**src/rtl/doodle_motion.sv**
```systemverilog
// Doodle kinematics: move-tick generator plus per-tick integration of x/y position,
// world height, rise distance and vertical speed, driven by the doodle_sm one-hot state.
module doodle_motion #(
  parameter int TICK_DIV    = 1666667,
  parameter int X_START     = 459,
  parameter int Y_START     = 400,
  parameter int X_MIN       = 157,
  parameter int X_MAX       = 761,
  parameter int H_STEP      = 3,
  parameter int Y_TOP       = 48,
  parameter int Y_BOTTOM    = 540,
  parameter int MAX_SPEED   = 8,
  parameter int MIN_SPEED   = 1,
  parameter int ACCEL_TICKS = 4
) (
  input  logic        Clk,
  input  logic        Reset,
  input  logic        q_I,
  input  logic        q_Up,
  input  logic        q_Down,
  input  logic        q_Done,
  input  logic        is_in_middle,
  input  logic        btn_left,
  input  logic        btn_right,
  output logic        move_tick,
  output logic [15:0] object_x,
  output logic [15:0] object_y,
  output logic [9:0]  up_count,
  output logic [3:0]  vert_speed,
  output logic [15:0] true_y
);

  localparam logic [20:0] TICK_LAST = 21'(TICK_DIV - 1);
  localparam logic [15:0] XS        = 16'(X_START);
  localparam logic [15:0] YS        = 16'(Y_START);
  localparam logic [15:0] XMIN      = 16'(X_MIN);
  localparam logic [15:0] XMAX      = 16'(X_MAX);
  localparam logic [15:0] HSTEP     = 16'(H_STEP);
  localparam logic [15:0] YTOP      = 16'(Y_TOP);
  localparam logic [15:0] YBOT      = 16'(Y_BOTTOM);
  localparam logic [3:0]  SMAX      = 4'(MAX_SPEED);
  localparam logic [3:0]  SMIN      = 4'(MIN_SPEED);
  localparam logic [7:0]  ACC_LAST  = 8'(ACCEL_TICKS - 1);

  typedef enum logic [1:0] {PH_IDLE, PH_UP, PH_DOWN, PH_DONE} phase_e;

  logic [20:0] tick_cnt_q, tick_cnt_d;
  logic        move_tick_q, move_tick_d;
  logic [15:0] x_q, x_d, y_q, y_d, ty_q, ty_d;
  logic [9:0]  up_q, up_d;
  logic [3:0]  spd_q, spd_d;
  logic [7:0]  acc_q, acc_d;
  phase_e      phase_q, phase_d;

  phase_e      cur_phase;
  logic [3:0]  s;
  logic [15:0] s16;
  logic [7:0]  acc;
  logic [9:0]  up_base;
  logic [15:0] up_sum;
  logic [15:0] x_mv;

  always_ff @(posedge Clk or posedge Reset) begin
    if (Reset) begin
      tick_cnt_q  <= '0;
      move_tick_q <= 1'b0;
      x_q         <= XS;
      y_q         <= YS;
      ty_q        <= YS;
      up_q        <= '0;
      spd_q       <= SMAX;
      acc_q       <= '0;
      phase_q     <= PH_IDLE;
    end else begin
      tick_cnt_q  <= tick_cnt_d;
      move_tick_q <= move_tick_d;
      x_q         <= x_d;
      y_q         <= y_d;
      ty_q        <= ty_d;
      up_q        <= up_d;
      spd_q       <= spd_d;
      acc_q       <= acc_d;
      phase_q     <= phase_d;
    end
  end

  // Anything other than exactly one state bit is treated as game-over (hold).
  always_comb begin
    case ({q_I, q_Up, q_Down, q_Done})
      4'b1000: cur_phase = PH_IDLE;
      4'b0100: cur_phase = PH_UP;
      4'b0010: cur_phase = PH_DOWN;
      default: cur_phase = PH_DONE;
    endcase
  end

  always_comb begin
    if (btn_right && !btn_left)
      x_mv = (x_q + HSTEP > XMAX) ? XMIN : x_q + HSTEP;
    else if (btn_left && !btn_right)
      x_mv = (x_q < XMIN + HSTEP) ? XMAX : x_q - HSTEP;
    else
      x_mv = x_q;
  end

  always_comb begin
    tick_cnt_d  = (tick_cnt_q == TICK_LAST) ? '0 : tick_cnt_q + 21'd1;
    move_tick_d = (tick_cnt_q == TICK_LAST);
    x_d         = x_q;
    y_d         = y_q;
    ty_d        = ty_q;
    up_d        = up_q;
    spd_d       = spd_q;
    acc_d       = acc_q;
    phase_d     = phase_q;
    s           = spd_q;
    acc         = acc_q;
    up_base     = up_q;
    s16         = '0;
    up_sum      = '0;

    if (move_tick_q) begin
      phase_d = cur_phase;
      case (cur_phase)
        PH_IDLE: begin
          x_d   = XS;
          y_d   = YS;
          ty_d  = YS;
          up_d  = '0;
          spd_d = SMAX;
          acc_d = '0;
        end
        PH_UP: begin
          // A fresh launch integrates with full speed on this very tick.
          if (phase_q != PH_UP) begin
            s       = SMAX;
            acc     = '0;
            up_base = '0;
          end
          s16    = {12'd0, s};
          up_sum = {6'd0, up_base} + s16;
          up_d   = (up_sum > 16'd1023) ? 10'd1023 : up_sum[9:0];
          ty_d   = ty_q - s16;
          if (!is_in_middle)
            y_d = (y_q < YTOP + s16) ? YTOP : y_q - s16;
          if (acc == ACC_LAST) begin
            spd_d = (s > SMIN) ? s - 4'd1 : SMIN;
            acc_d = '0;
          end else begin
            spd_d = s;
            acc_d = acc + 8'd1;
          end
          x_d = x_mv;
        end
        PH_DOWN: begin
          if (phase_q != PH_DOWN) begin
            s   = SMIN;
            acc = '0;
          end
          s16  = {12'd0, s};
          y_d  = (y_q + s16 > YBOT) ? YBOT : y_q + s16;
          ty_d = ty_q + s16;
          if (acc == ACC_LAST) begin
            spd_d = (s < SMAX) ? s + 4'd1 : SMAX;
            acc_d = '0;
          end else begin
            spd_d = s;
            acc_d = acc + 8'd1;
          end
          x_d = x_mv;
        end
        default: ;
      endcase
    end
  end

  assign move_tick  = move_tick_q;
  assign object_x   = x_q;
  assign object_y   = y_q;
  assign true_y     = ty_q;
  assign up_count   = up_q;
  assign vert_speed = spd_q;

endmodule
```
**config.mk**
```make
export PLATFORM = sky130hd
export DESIGN_NAME = doodle_motion
export DESIGN_NICKNAME = d
export VERILOG_FILES = /design/src/rtl/doodle_motion.sv
export SDC_FILE = /design/constraint.sdc
export NUM_CORES = 1
export LEC_CHECK = 0
export BUFFER_PORTS_ARGS = -buffer_cell sky130_fd_sc_hd__buf_2
export CAP_MARGIN = 20
export CORE_ASPECT_RATIO = 1.4
export CORE_MARGIN = 1
export CORE_UTILIZATION = 55
export CTS_CLUSTER_DIAMETER = 60
export DETAILED_ROUTE_END_ITERATION = 6
export PLACE_DENSITY = 0.75
export SYNTH_ARGS = -nofsm -noshare
export SYNTH_HDL_FRONTEND = slang
export SYNTH_SLANG_ARGS = --single-unit
```
**constraint.sdc**
```tcl
create_clock -name Clk -period 4.7 [get_ports Clk]
set_input_delay 0.47 -clock Clk [delete_from_list [all_inputs] [get_ports Clk]]
set_output_delay 0.47 -clock Clk [all_outputs]
set_load 0.01 [all_outputs]
```
==> results_dict.tcl <==
set metrics [dict create \
    grt_pass1_wl_um 31600 \
    holdWs_ns 0.298 \
    viasPerCell 6.20 \
    area_delta_synth_final_pct 10.9 \
    cts-buffers-inserted 9 \
    dr_total_vias 7089 \
    avgSynthCellArea_sq_um 8.13 \
    syn-cell-area_sq_mm 0.00738 \
    synth_nets 961 \
    top_level_ports 72 \
    die-area_sq_mm 0.0139 \
    ys_ff_latch 94 \
    place_congestion 0.924 \
    final_cell_mix "nand2_1 (108), nor2_1 (83), dfrtp_1 (81)" \
    grt_pass1_vias 6723 \
    p_leak_nw 3.78 \
    max-cap-violations 0 \
    grt_overflow 0 \
    finalPower_mw 1.58 \
    fmax_ghz 0.243 \
    use_met1_pct 33.5 \
    final_nets 1014 \
    p_per_area_mw_per_mm2 194 \
    h-tree-depth 3 \
    worstMarginPinSlew_ns 0.882 \
    critPathRequiredTime_ns 4.93 \
    start_kind "register" \
    clk_latency_ns 0.35 \
    drt_iter0_drc 455 \
    ys.warnings.count 0 \
    arrival_ns 4.34 \
    skew_ns 0.0106 \
    cts-root-buf "clkbuf_16" \
    status "finished, final reports clean" \
    postSynthCellCount 908 \
    io_buffers 71 \
    cts_resized 0 \
    slew_violations 0 \
    rows 49 \
    worstHoldPathType "primary input to async pin" \
    fin_crit_ns 4.11 \
    coreArea_sq_mm 0.0129 \
    maxSlewHeadroom_pct 41.2 \
    path_clk_slew_ns 0.07 \
    final_common_cell "nand2_1" \
    tritoncts "yes" \
    rsz0062_at_grt "false" \
    irDropWorstVdd_mv 0.144 \
    synthArstFlopShare_pct 100 \
    fin_setup_tns_ns 0 \
    grt_max_degree 66 \
    drt-wirelength-per-cell_um 16.7 \
    setup_viol 0 \
    synth.distinct_cells 78 \
    layout-drive-gt1-share_pct 14.3 \
    antenna_found_initial 0 \
    hold_violations 0 \
    cts_max_path_buffers 2 \
    met3_usage_pct 3.38 \
    grt.busiest_layer "met2" \
    postCtsSetupBuffers 0 \
    end_kind "register" \
    drc 0 \
    start_util_pct 57.0 \
    wl_um 19100 \
    cts.sink_count 94 \
    synthFlopType "dfrtp_1" \
    criticalPathCategory "register to register" \
    synth_seq_area_share_pct 32.1 \
    cp_max_fo 9 \
    die_w_um 99.9 \
    antennaDiodeCount 0 \
    fin_crit_sh_pct 87.4 \
    ant_nets 0 \
    postCtsHoldBufs 0 \
    synth_edf_count 0 \
    use_met2_pct 50.1 \
    drt-pass1-iter-count 6 \
    die-height_um 139 \
    hpwl_um 13900 \
    track_usage_pct 28.2 \
]
## power by group
group | switching (mW) | internal (mW)
Clock | 0.331 | 0.377
Combinational | 0.0476 | 0.0191
Sequential | 0 | 0.809
## cells by family after synthesis
family / after synthesis / synth area share (%)
simple gates: 364 / 24.4
compound gates: 266 / 24.5
flops: 94 / 32.1
buf+inv: 84 / 4.46
xor+xnor: 52 / 6.17
fa+ha+maj: 44 / 7.77
mux: 4 / 0.577
## worst max-delay path, cell delays in order (launching register included)
cell and delay [ns]:
dfrtp_1 0.46, nor2b_1 0.25, nand2_1 0.25, inv_1 0.14
nor3_1 0.51, ha_1 0.33, mux2_2 0.27, ha_1 0.32
o21ai_0 0.12, a21boi_0 0.31, o21ai_0 0.19, a21oi_1 0.21
o211ai_1 0.13, and3b_1 0.20, o41ai_1 0.29
## flip-flops by register name, indices dropped and copies added, names as in the netlist
signal and flops:
acc_q 8, move_tick 1, object_x 16, object_y 16
phase_q 2, tick_cnt_q 21, true_y 16, up_count 10
vert_speed 4
## cell type report
| class | instances | area, sq um |
|---|---|---|
| inverter | 40 | 153 |
| tap | 178 | 223 |
| multi-input combinational | 730 | 4690 |
| timing repair buffer | 86 | 468 |
| sequential | 94 | 2370 |
| clock inverter | 4 | 32.5 |
| fill | 1189 | 4750 |
| clock buffer | 12 | 246 |
## layer usage
| layer | routed length, um | vias up | share of wire (%) |
|---|---|---|---|
| met3 | 772 | 49 | 4.0 |
| met4 | 623 | 0 | 3.3 |
| met5 | 0 | - | 0 |
| li1 | - | 3437 | - |
| met1 | 7850 | 3392 | 41 |
| met2 | 9900 | 211 | 52 |
## cell usage after synthesis, drive strengths merged, types with 4 or more instances
cell     number  share of area, %
dfrtp        81                27
o31ai         8              0.81
buf           7              0.54
nor2b        10              0.85
xnor2        32               3.8
xor2         20               2.4
nand4         8              0.68
o22ai         8              0.68
o2111ai       6              0.71
dfstp        13               4.6
o211ai        6              0.61
or3          14               1.3
nand2       109               5.6
ha           41               7.0
nor4          9              0.85
o21a          7              0.71
a31oi        21               1.8
nor4b         4              0.47
o41ai         5              0.59
inv          38               1.9
and3         17               1.5
nor2         83               4.2
a22o         18               2.1
or4           7              0.71
o21ai        66               4.6
a211oi        6              0.68
and2         15               1.3
nand2b        8              0.68
a21o         14               1.4
clkbuf       37               1.9
a31o          5              0.59
nor3         24               1.7
nand3        35               2.4
nor3b         5              0.51
a32oi         4              0.47
a21oi        45               3.1
a211o         6              0.71
a41oi         4              0.47
## stage by stage
stage          area (sq um)  utilization [%]  cells  setup slack (ns)
6_report               8180             63.2   1144             0.591
5_1_grt                8180             63.2   1144             0.133
4_1_cts                8180             63.2   1144             0.585
3_5_place_dp           7900             61.1   1128             0.311
3_3_place_gp           7900             61.1   1128             0.382
2_1_floorplan          7380                -    908             0.595
## path summary, 6_finish.rpt
check	to	from	slack, ns	cells after the start
setup reg to reg	true_y[14]	phase_q[0]	0.59	14
min in group Clk	phase_q[0]	q_I	0.49	4
setup / recovery	true_y[14]	phase_q[0]	0.59	14
hold reg to reg	tick_cnt_q[4]	tick_cnt_q[4]	0.50	1
max in group asynchronous	object_x[6]	Reset	3.43	3
hold / removal	tick_cnt_q[0]	Reset	0.30	2
(Power assumes the default switching activity.)
